`config.mk`:
```
export PLATFORM = sky130hd
export DESIGN_NAME = btn_lockout_sched
export DESIGN_NICKNAME = d
export VERILOG_FILES = /design/src/rtl/btn_sched_pkg.sv /design/src/rtl/btn_lockout_sched_rr_arbiter.sv /design/src/rtl/btn_lockout_sched.sv
export SDC_FILE = /design/constraint.sdc
export NUM_CORES = 1
export LEC_CHECK = 0
export ABC_AREA = 1
export BUFFER_PORTS_ARGS = -buffer_cell sky130_fd_sc_hd__buf_2
export CELL_PAD_IN_SITES_DETAIL_PLACEMENT = 1
export CELL_PAD_IN_SITES_GLOBAL_PLACEMENT = 1
export CORE_ASPECT_RATIO = 0.5
export CORE_MARGIN = 2
export CORE_UTILIZATION = 41
export DETAILED_ROUTE_END_ITERATION = 8
export GPL_ROUTABILITY_DRIVEN = 1
export GPL_TIMING_DRIVEN = 0
export PLACE_DENSITY = 0.82
export SETUP_SLACK_MARGIN = 0.5
export SLEW_MARGIN = 20
export SYNTH_ARGS = -nofsm -noshare
export SYNTH_HDL_FRONTEND = slang
export SYNTH_SLANG_ARGS = --single-unit
export TNS_END_PERCENT = 30
```
`constraint.sdc`:
```
create_clock -name clk_i -period 1.6 [get_ports clk_i]
set_input_delay 0.16 -clock clk_i [delete_from_list [all_inputs] [get_ports clk_i]]
set_output_delay 0.16 -clock clk_i [all_outputs]
set_load 0.02 [all_outputs]
```
`src/rtl/btn_sched_pkg.sv`:
```
// btn_sched_pkg: shared FSM state type and round-robin pick helper for the button lockout scheduler
package btn_sched_pkg;
   typedef enum logic [1:0] {IDLE, GRANT, LOCK} state_t;
   localparam int unsigned MAX_BTN = 32;
   function automatic int unsigned idx_w(input int unsigned n);
      return (n > 1) ? $clog2(n) : 1;
   endfunction
   // First set request scanning upward from ptr+1, wrapping at n; returns ptr when nothing is set.
   function automatic int unsigned rr_pick(input logic [MAX_BTN-1:0] req, input int unsigned ptr,
                                           input int unsigned n);
      int unsigned idx;
      logic found;
      rr_pick = ptr;
      found = 1'b0;
      for (int unsigned i = 1; i <= MAX_BTN; i++) begin
         idx = ptr + i;
         if (idx >= n) idx -= n;
         if (!found && i <= n && req[idx[$clog2(MAX_BTN)-1:0]]) begin
            rr_pick = idx;
            found = 1'b1;
         end
      end
   endfunction
endpackage

```
`src/rtl/btn_lockout_sched_rr_arbiter.sv`:
```
// rr_arbiter: combinational round-robin selector over pending button requests
module rr_arbiter import btn_sched_pkg::*; #(
   parameter int unsigned N = 4,
   localparam int unsigned W = idx_w(N)
) (
   input  logic [N-1:0] req_i,
   input  logic [W-1:0] ptr_i,
   output logic [W-1:0] gnt_idx_o,
   output logic         gnt_vld_o
);
   logic [MAX_BTN-1:0] req_w;
   always_comb begin
      req_w = '0;
      req_w[N-1:0] = req_i;
   end
   assign gnt_idx_o = W'(rr_pick(req_w, 32'(ptr_i), N));
   assign gnt_vld_o = |req_i;
endmodule

```
`src/rtl/btn_lockout_sched.sv`:
```
// btn_lockout_sched: synchronises N buttons, queues rising edges and grants them round-robin
// behind one shared lockout counter.
module btn_lockout_sched import btn_sched_pkg::*; #(
   parameter int unsigned N_BTN       = 4,
   parameter int unsigned DELAY_G     = 50_000_000,
   parameter int unsigned SYNC_STAGES = 2,
   localparam int unsigned IDX_W      = idx_w(N_BTN)
) (
   input  logic             clk_i,
   input  logic             rst_n_i,
   input  logic [N_BTN-1:0] btn_i,
   output logic [N_BTN-1:0] cmd_o,
   output logic [IDX_W-1:0] cmd_idx_o,
   output logic             busy_o,
   output logic [N_BTN-1:0] pending_o,
   output logic             coalesce_o
);
   localparam int unsigned CNT_W = $clog2(DELAY_G);
   logic [N_BTN-1:0] sync_q [SYNC_STAGES];
   logic [N_BTN-1:0] s_d_q, pending_q, pending_d, cmd_q, cmd_d, sel_oh, edge_v;
   logic [IDX_W-1:0] sel_q, sel_d, ptr_q, ptr_d, idx_q, idx_d, gnt_idx;
   logic [CNT_W-1:0] cnt_q, cnt_d;
   logic             gnt_vld, busy_q, coal_q;
   state_t           state_q, state_d;

   rr_arbiter #(.N(N_BTN)) u_arb (
      .req_i    (pending_q),
      .ptr_i    (ptr_q),
      .gnt_idx_o(gnt_idx),
      .gnt_vld_o(gnt_vld)
   );

   always_comb begin
      sel_oh = N_BTN'(1) << sel_q;
      // The granted button's edges are bounce for the whole grant + lockout window.
      edge_v = sync_q[SYNC_STAGES-1] & ~s_d_q & ~((state_q == IDLE) ? '0 : sel_oh);
      pending_d = (pending_q | edge_v) & ~((state_q == GRANT) ? sel_oh : '0);
      cmd_d = (state_q == GRANT) ? sel_oh : '0;
      state_d = state_q;
      sel_d = sel_q;
      ptr_d = ptr_q;
      idx_d = idx_q;
      cnt_d = cnt_q;
      case (state_q)
         IDLE: if (gnt_vld) begin
            state_d = GRANT;
            sel_d = gnt_idx;
         end
         GRANT: begin
            state_d = LOCK;
            ptr_d = sel_q;
            idx_d = sel_q;
            cnt_d = CNT_W'(DELAY_G - 1);
         end
         LOCK: if (cnt_q == '0) state_d = IDLE; else cnt_d = cnt_q - 1'b1;
         default: state_d = IDLE;
      endcase
   end

   always_ff @(posedge clk_i or negedge rst_n_i) begin
      if (!rst_n_i) begin
         for (int i = 0; i < SYNC_STAGES; i++) sync_q[i] <= '0;
         s_d_q <= '0;
         pending_q <= '0;
         cmd_q <= '0;
         sel_q <= '0;
         ptr_q <= IDX_W'(N_BTN - 1);
         idx_q <= '0;
         cnt_q <= '0;
         busy_q <= 1'b0;
         coal_q <= 1'b0;
         state_q <= IDLE;
      end else begin
         sync_q[0] <= btn_i;
         for (int i = 1; i < SYNC_STAGES; i++) sync_q[i] <= sync_q[i-1];
         s_d_q <= sync_q[SYNC_STAGES-1];
         pending_q <= pending_d;
         cmd_q <= cmd_d;
         sel_q <= sel_d;
         ptr_q <= ptr_d;
         idx_q <= idx_d;
         cnt_q <= cnt_d;
         busy_q <= state_q != IDLE;
         coal_q <= |(edge_v & pending_q);
         state_q <= state_d;
      end
   end

   assign cmd_o = cmd_q;
   assign cmd_idx_o = idx_q;
   assign busy_o = busy_q;
   assign pending_o = pending_q;
   assign coalesce_o = coal_q;
endmodule

```
-- Word level (Yosys, flattened, before mapping)
Cells that the tools add are included.
- shifts and indexed selects: 1
- $add $sub $neg: 9
- reductions and logical operators: 15
- div/mod/pow operators: 0
- mux-type cells: 26
- equal/unequal tests: 5
- multipliers: 0
- $lt $le $gt $ge: 8
- bitwise operators: 8
- operators by type and width (cell ; number):
    $ge A32 B3 Y1 const B ; 4
    $pmux W26 S2 ; 1
    $logic_not A26 Y1 ; 1
    $mux W26 ; 1
    $sub A26 B1 Y26 const B ; 1
    $lt A5 B6 Y1 const B ; 4
    $bmux W1 S5 ; 4
    $mux W5 ; 4
    $and A4 B4 Y4 ; 4
    $mux W2 ; 6
    $not A4 Y4 ; 3
    $sub A3 B3 Y4 const B ; 3
    $mux W4 ; 2
    $reduce_or A4 Y1 ; 2
    $mux W1 ; 7
    $add A2 B2 Y3 const B ; 2
    $ne A2 B2 Y1 const B ; 3
    $pmux W2 S3 ; 1
    $reduce_and A2 Y1 ; 3
    $sub A4 B3 Y5 const B ; 1
    $add A2 B3 Y4 const B ; 1
    $or A4 B4 Y4 ; 1
    $reduce_bool A2 Y1 ; 2
    $shl A1 B2 Y4 const A ; 1
    6 further kinds ; 10
- bits in latches: 0
- ROM bits: 0
- output and inout port bits: 12
- flip-flop bits (word level): 56
- memories kept: 0
- memory bits (writable): 0

-- Depth between registers and ports, before layout
- word-level depth: 15
- gate-level depth with buffers: 11

-- By module
From an unflattened synthesis, not the netlist that was laid out.
- cell total of the unflattened synthesis: 412
- area total of the unflattened synthesis: 3111.7 µm²
- by module, submodules not included (module ; seq. area each (µm²) ; area each (µm²) ; instances ; cells each):
    btn_lockout_sched ; 1403.8 ; 2825.2 ; 1 ; 359
    rr_arbiter ; 0.0 ; 286.5 ; 1 ; 53

-- Least setup slack after synthesis
No wires, ideal clock.
- path type: flip-flop to flip-flop
- from: register ptr_q[0]
- to: register sel_q[0]
- required time: 1.483 ns
- cell stages (with the launch flop): 12
- slack: -0.133 ns
- library setup time: 0.117 ns
- data arrival time: 1.615 ns
- cells stage by stage: dfstp_2 -> inv_1 -> ha_1 -> inv_1 -> nand3_1 -> inv_1 -> nor2_1 -> nand2_1 -> nand2_1 -> nand2_1 -> nand3_1 -> nand2_1
- word-level cells in the longest chain between the ends: 15
- elaborated cells between the ends (all ways): 37
- classes of those cells: add/sub: 8; order compare: 4; mux: 19; reduce/logical: 6
- RTL lines (element ; line ; text):
    start: declaration ; btn_lockout_sched.sv:21 ; logic [IDX_W-1:0] sel_q, sel_d, ptr_q, ptr_d, idx_q, idx_d, gnt_idx;
    start signal: assignment ; btn_lockout_sched.sv:67 ; ptr_q <= IDX_W'(N_BTN - 1);
    start signal: assignment ; btn_lockout_sched.sv:80 ; ptr_q <= ptr_d;
    $add A2 B1 Y3 ; btn_sched_pkg.sv:16 ; idx = ptr + i;
    $ge A32 B3 Y1 / $sub A3 B3 Y4 (equally long branches) ; btn_sched_pkg.sv:17 ; if (idx >= n) idx -= n;
    $mux W5 ; btn_sched_pkg.sv:17 ;
    $bmux W1 S5 ; btn_sched_pkg.sv:18 ; if (!found && i <= n && req[idx[$clog2(MAX_BTN)-1:0]]) begin
    $mux W1 (implied by the code) ; btn_sched_pkg.sv:18 ;
    $mux W1 ; btn_sched_pkg.sv:18 ;
    $logic_not A1 Y1 ; btn_sched_pkg.sv:18 ;
    $logic_and A1 B1 Y1 ; btn_sched_pkg.sv:18 ;
    $mux W1 ; btn_sched_pkg.sv:18 ;
    $logic_not A1 Y1 ; btn_sched_pkg.sv:18 ;
    $logic_and A1 B1 Y1 ; btn_sched_pkg.sv:18 ;
    $mux W1 ; btn_sched_pkg.sv:18 ;
    $logic_not A1 Y1 ; btn_sched_pkg.sv:18 ;
    $logic_and A1 B1 Y1 ; btn_sched_pkg.sv:18 ;
    $mux W2 * ; btn_sched_pkg.sv:18 ;
    end signal: assignment ; btn_lockout_sched.sv:79 ; sel_q <= sel_d;
    end: declaration ; btn_lockout_sched.sv:21 ;
Every way passes the cells marked *; elsewhere a longest branch is shown, timed or not. The select of a mux whose other input is x is not followed.
A chain may end at the register's enable or synchronous reset.

-- Worst setup path in the final report
- from: register state_q[1]
- to: register cnt_q[12]
- word-level cells in the longest chain between the ends: 3
- elaborated cells between the ends (all ways): 6
- classes of those cells: eq/ne: 3; mux: 1; reduce/logical: 2
- RTL lines (element ; line ; text):
    start: declaration ; btn_lockout_sched.sv:24 ; state_t state_q, state_d;
    start signal: assignment ; btn_lockout_sched.sv:85 ; state_q <= state_d;
    $eq A2 B2 Y1 / $eq A2 B1 Y1 (equally long branches) ; btn_lockout_sched.sv:44 ; case (state_q)
    $ne A2 B2 Y1 (no line) / $reduce_bool A2 Y1 (equally long branches) ; -- ;
    $reduce_and A2 Y1 (no line) ; -- ;
    end signal: assignment ; btn_lockout_sched.sv:82 ; cnt_q <= cnt_d;
    end: declaration ; btn_lockout_sched.sv:22 ; logic [CNT_W-1:0] cnt_q, cnt_d;
Parallel ways exist; a longest one is shown, timed or not.

==> impl_metrics.csv <==
group,metric,value,unit
power,fin_total_pwr,9.83,mW
critical_path,r2r_slack,-0.26,ns
critical_path,cp_num_cells,5,
die,fp.dieW,126,µm
yosys,synth_fp_nets,403,
critical_path,cp_cell_sequence,"inv_1 -> nor2_1 -> inv_1 -> o21ai_2 -> nand2_1",
timing,setup_viol_count_final,34,
die,dieArea,0.00816,mm²
power,ir_worst_vdd,0.857,mV
clock_tree,clkLatencyLatePin,0.32,ns
timing,fmax,538,MHz
timing,hold_viol_final,0,
power,power_density,2290,mW/mm²
critical_path,crit_family,"simple AND/OR/NAND/NOR gates",
timing,relSlewSlack,0.578,
clock_tree,cts_buffers,5,
critical_path,r2r_cells,5,
yosys,yosysMostFrequentCell,"nand2_1",
yosys,ys.warnings.count,0,
routing,drt_iter0_drc,419,
routing,wl_met1,5560,µm
die,core,0.00727,mm²
routing,post-route-drc-count,0,
critical_path,cp.arrival,2.04,ns
global_route,antenna_found_initial,0,
yosys,netlist_instances,391,
routing,wl,14900,µm
critical_path,cp_max_fo,8,
routing,topRoutingLayerUsed,"met4",
clock_tree,tritoncts,"built",
critical_path,critPathLaunchType,"flip-flop",
timing,setup_slack,-0.257,ns
critical_path,worstPathRequired,1.78,ns
routing,via_per_inst,6.14,
die,die_h,64.9,µm
yosys,seq_area_frac_synth,0.462,
hold_path,worstHoldPathType,"in2async",
yosys,synthArstFlopShare,1.00,
place,placed_area,0.00329,mm²
critical_path,slowest_delay,0.49,ns
power,p_leak,2.01,nW
global_route,grt_overflow,0,
timing,finalClockSkew,0.0187,ns
critical_path,cp-endpoint,"cnt_q[12]",
critical_path,setup.worst_path.class,"reg2reg",
timing,period_needed,1.86,ns
timing,rsz0062_at_grt,"true",
yosys,synth_seq_cells,56,
die,std_cell_rows,22,
timing,slew_violations,0,
yosys,synthTopCellsByArea,"dfrtp_1 44%, nand2_1 12%, nand3_1 9.4%",
place,gp_congestion,0.914,
critical_path,slowest_stage,"nor2_1",
critical_path,r2r_start,"state_q[1]",
routing,wl_per_cell,26.2,µm
yosys,ys_top_cells_by_count,"100 x nand2_1, 57 x nand3_1, 56 x nor2_1",
clock_tree,clk_pin_slew_worst_paths,0.10,ns
timing,tightest_slew,0.631,ns
yosys,synth_ff_type,"dfrtp_1",
yosys,post_synth.cell_area_avg,7.78,µm²
layout,area.growth.synth_to_final,41.0,%
routing,met2WireLength,6950,µm
layout,drive_gt1_frac,0.425,
critical_path,crit_top_cell,"inv_1",
clock_tree,cts.sinks,56,
global_route,grt_pass1_vias,3477,
global_route,grt_start_max_net_pins,57,
routing,detail_route.first_pass.iterations,7,
yosys,yosysTopAreaCell,"dfrtp_1",
critical_path,critPathLaunch,"state_q[1]",
critical_path,cp-end-kind,"flip-flop",
die,ios,18,
layout,nets,484,
status,outcome,"finished with violations",
global_route,track_usage,0.297,
timing,post-route-period-util,1.16,
clock_tree,clock_path_buffers,2,
place,io_buffers,17,
place,dp_hpwl,6190,µm
clock_tree,htreeDepth,2,
routing,num_vias,3495,
yosys,synth_top_area_frac,0.444,
global_route,grt_pass1_wl,18600,µm
die,start_util,0.418,
critical_path,path_buf_inv,2,
routing,wl_met3,1270,µm
layout,num_antenna_cells,0,
layout,final_area,0.00429,mm²
yosys,synth_edf_count,0,
yosys,syn_area,0.00304,mm²
clock_tree,ctsRootBufferMaster,"clkbuf_16",
flow_run,maxCapViolCount,0,
routing,antenna_left,0,
status,violations,"setup timing",
yosys,ys_types,28,
critical_path,timing.rr.end,"cnt_q[12]",
worst min path at each step:
stage | cells after the start | start | end | slack, ns
6_report | 2 | rst_n_i | cnt_q[1] | 0.34
5_1_grt | 0 | sync_q[6] | sync_q[2] | 0.38
4_1_cts | 0 | sync_q[7] | sync_q[3] | 0.36
3_5_place_dp | 1 | rst_n_i | cnt_q[1] | 0.26
3_3_place_gp | 1 | btn_i[1] | sync_q[5] | 0.27
2_1_floorplan | 0 | rst_n_i | busy_o | -0.14
timing repair:
action | in CTS | in global routing
setup buffers | 32 | 19
gates cloned | 1 | 0
pin swaps | 14 | 28
gates resized for setup | 57 | 65
endpoints found under the setup margin | 45 | 50
hold buffers | 5 | 0
hold endpoints to repair | 58 | 0
report_power, final:
part           switching, mW  total (mW)  internal, mW
clock network          0.641        1.24         0.599
registers              0.635        2.55          1.91
logic                   3.88        6.04          2.17
area by class of cell:
type	instances	area, µm²
multi-input combinational	285	1810
tap	96	120
buffer	8	73.8
timing repair buffer	74	543
sequential	56	1420
inverter	42	165
clock inverter	3	27.5
clock buffer	5	125
fill	859	2980
sequential cells by signal (all words and copies together), names as in the netlist:
| signal | cells |
|---|---|
| state_q | 2 |
| ptr_q | 2 |
| s_d_q | 4 |
| pending_o | 4 |
| sync_q | 8 |
| cmd_o | 4 |
| coalesce_o | 1 |
| cmd_idx_o | 2 |
| cnt_q | 26 |
| busy_o | 1 |
| sel_q | 2 |
cell usage in the layout (no fill, tap or decap), types with 2 or more instances in the layout:
| master | n |
|---|---|
| a311oi_1 | 2 |
| buf_2 | 17 |
| ha_2 | 3 |
| o21ai_1 | 5 |
| nand2_1 | 81 |
| dfrtp_2 | 12 |
| nand2_2 | 18 |
| nand3_1 | 44 |
| clkbuf_16 | 5 |
| o21ai_0 | 6 |
| nand3_4 | 4 |
| xor2_1 | 6 |
| nand4_1 | 9 |
| nor2_2 | 18 |
| dlygate4sd3_1 | 5 |
| o21ai_2 | 15 |
| nor2_1 | 27 |
| inv_4 | 3 |
| inv_2 | 6 |
| nand3_2 | 9 |
| xnor2_1 | 7 |
| nor2_4 | 15 |
| buf_6 | 9 |
| dfstp_2 | 2 |
| nand2_4 | 4 |
| dfrtp_1 | 42 |
| inv_1 | 33 |
| a21oi_1 | 2 |
| ha_4 | 3 |
| buf_4 | 49 |
metrics by stage:
stage	instances	setup TNS [ns]	utilization	hold WS, ns	setup WS (ns)
2_1_floorplan	391	0	-	-0.136	0.0326
3_3_place_gp	504	-0.293	0.453	0.269	-0.139
4_1_cts	550	0	0.536	0.357	0.0101
6_report	569	-4.74	0.590	0.345	-0.257
5_1_grt	569	-6.30	0.590	0.385	-0.296
3_5_place_dp	504	-0.724	0.453	0.263	-0.203
per-layer routing:
metal  vias to the layer above  global-route usage
met3                       109              0.0528
li1                       1414                   -
met2                       267               0.553
met1                      1705               0.328
met4                         0               0.159
met5                         -                   0
logic make-up (layout without fill, tap and decap cells):
logic type / count (synthesis) / in the layout / share of synthesized area
xor gates and xnor gates: 14 / 14 / 0.0403
buffers and inverters: 50 / 132 / 0.0724
DFF: 56 / 56 / 0.462
adders and majority gates: 6 / 6 / 0.0247
AOI/OAI and AO/OA: 32 / 32 / 0.0687
and+or+nand+nor: 233 / 233 / 0.332
Power figures use the tool's default switching activity.
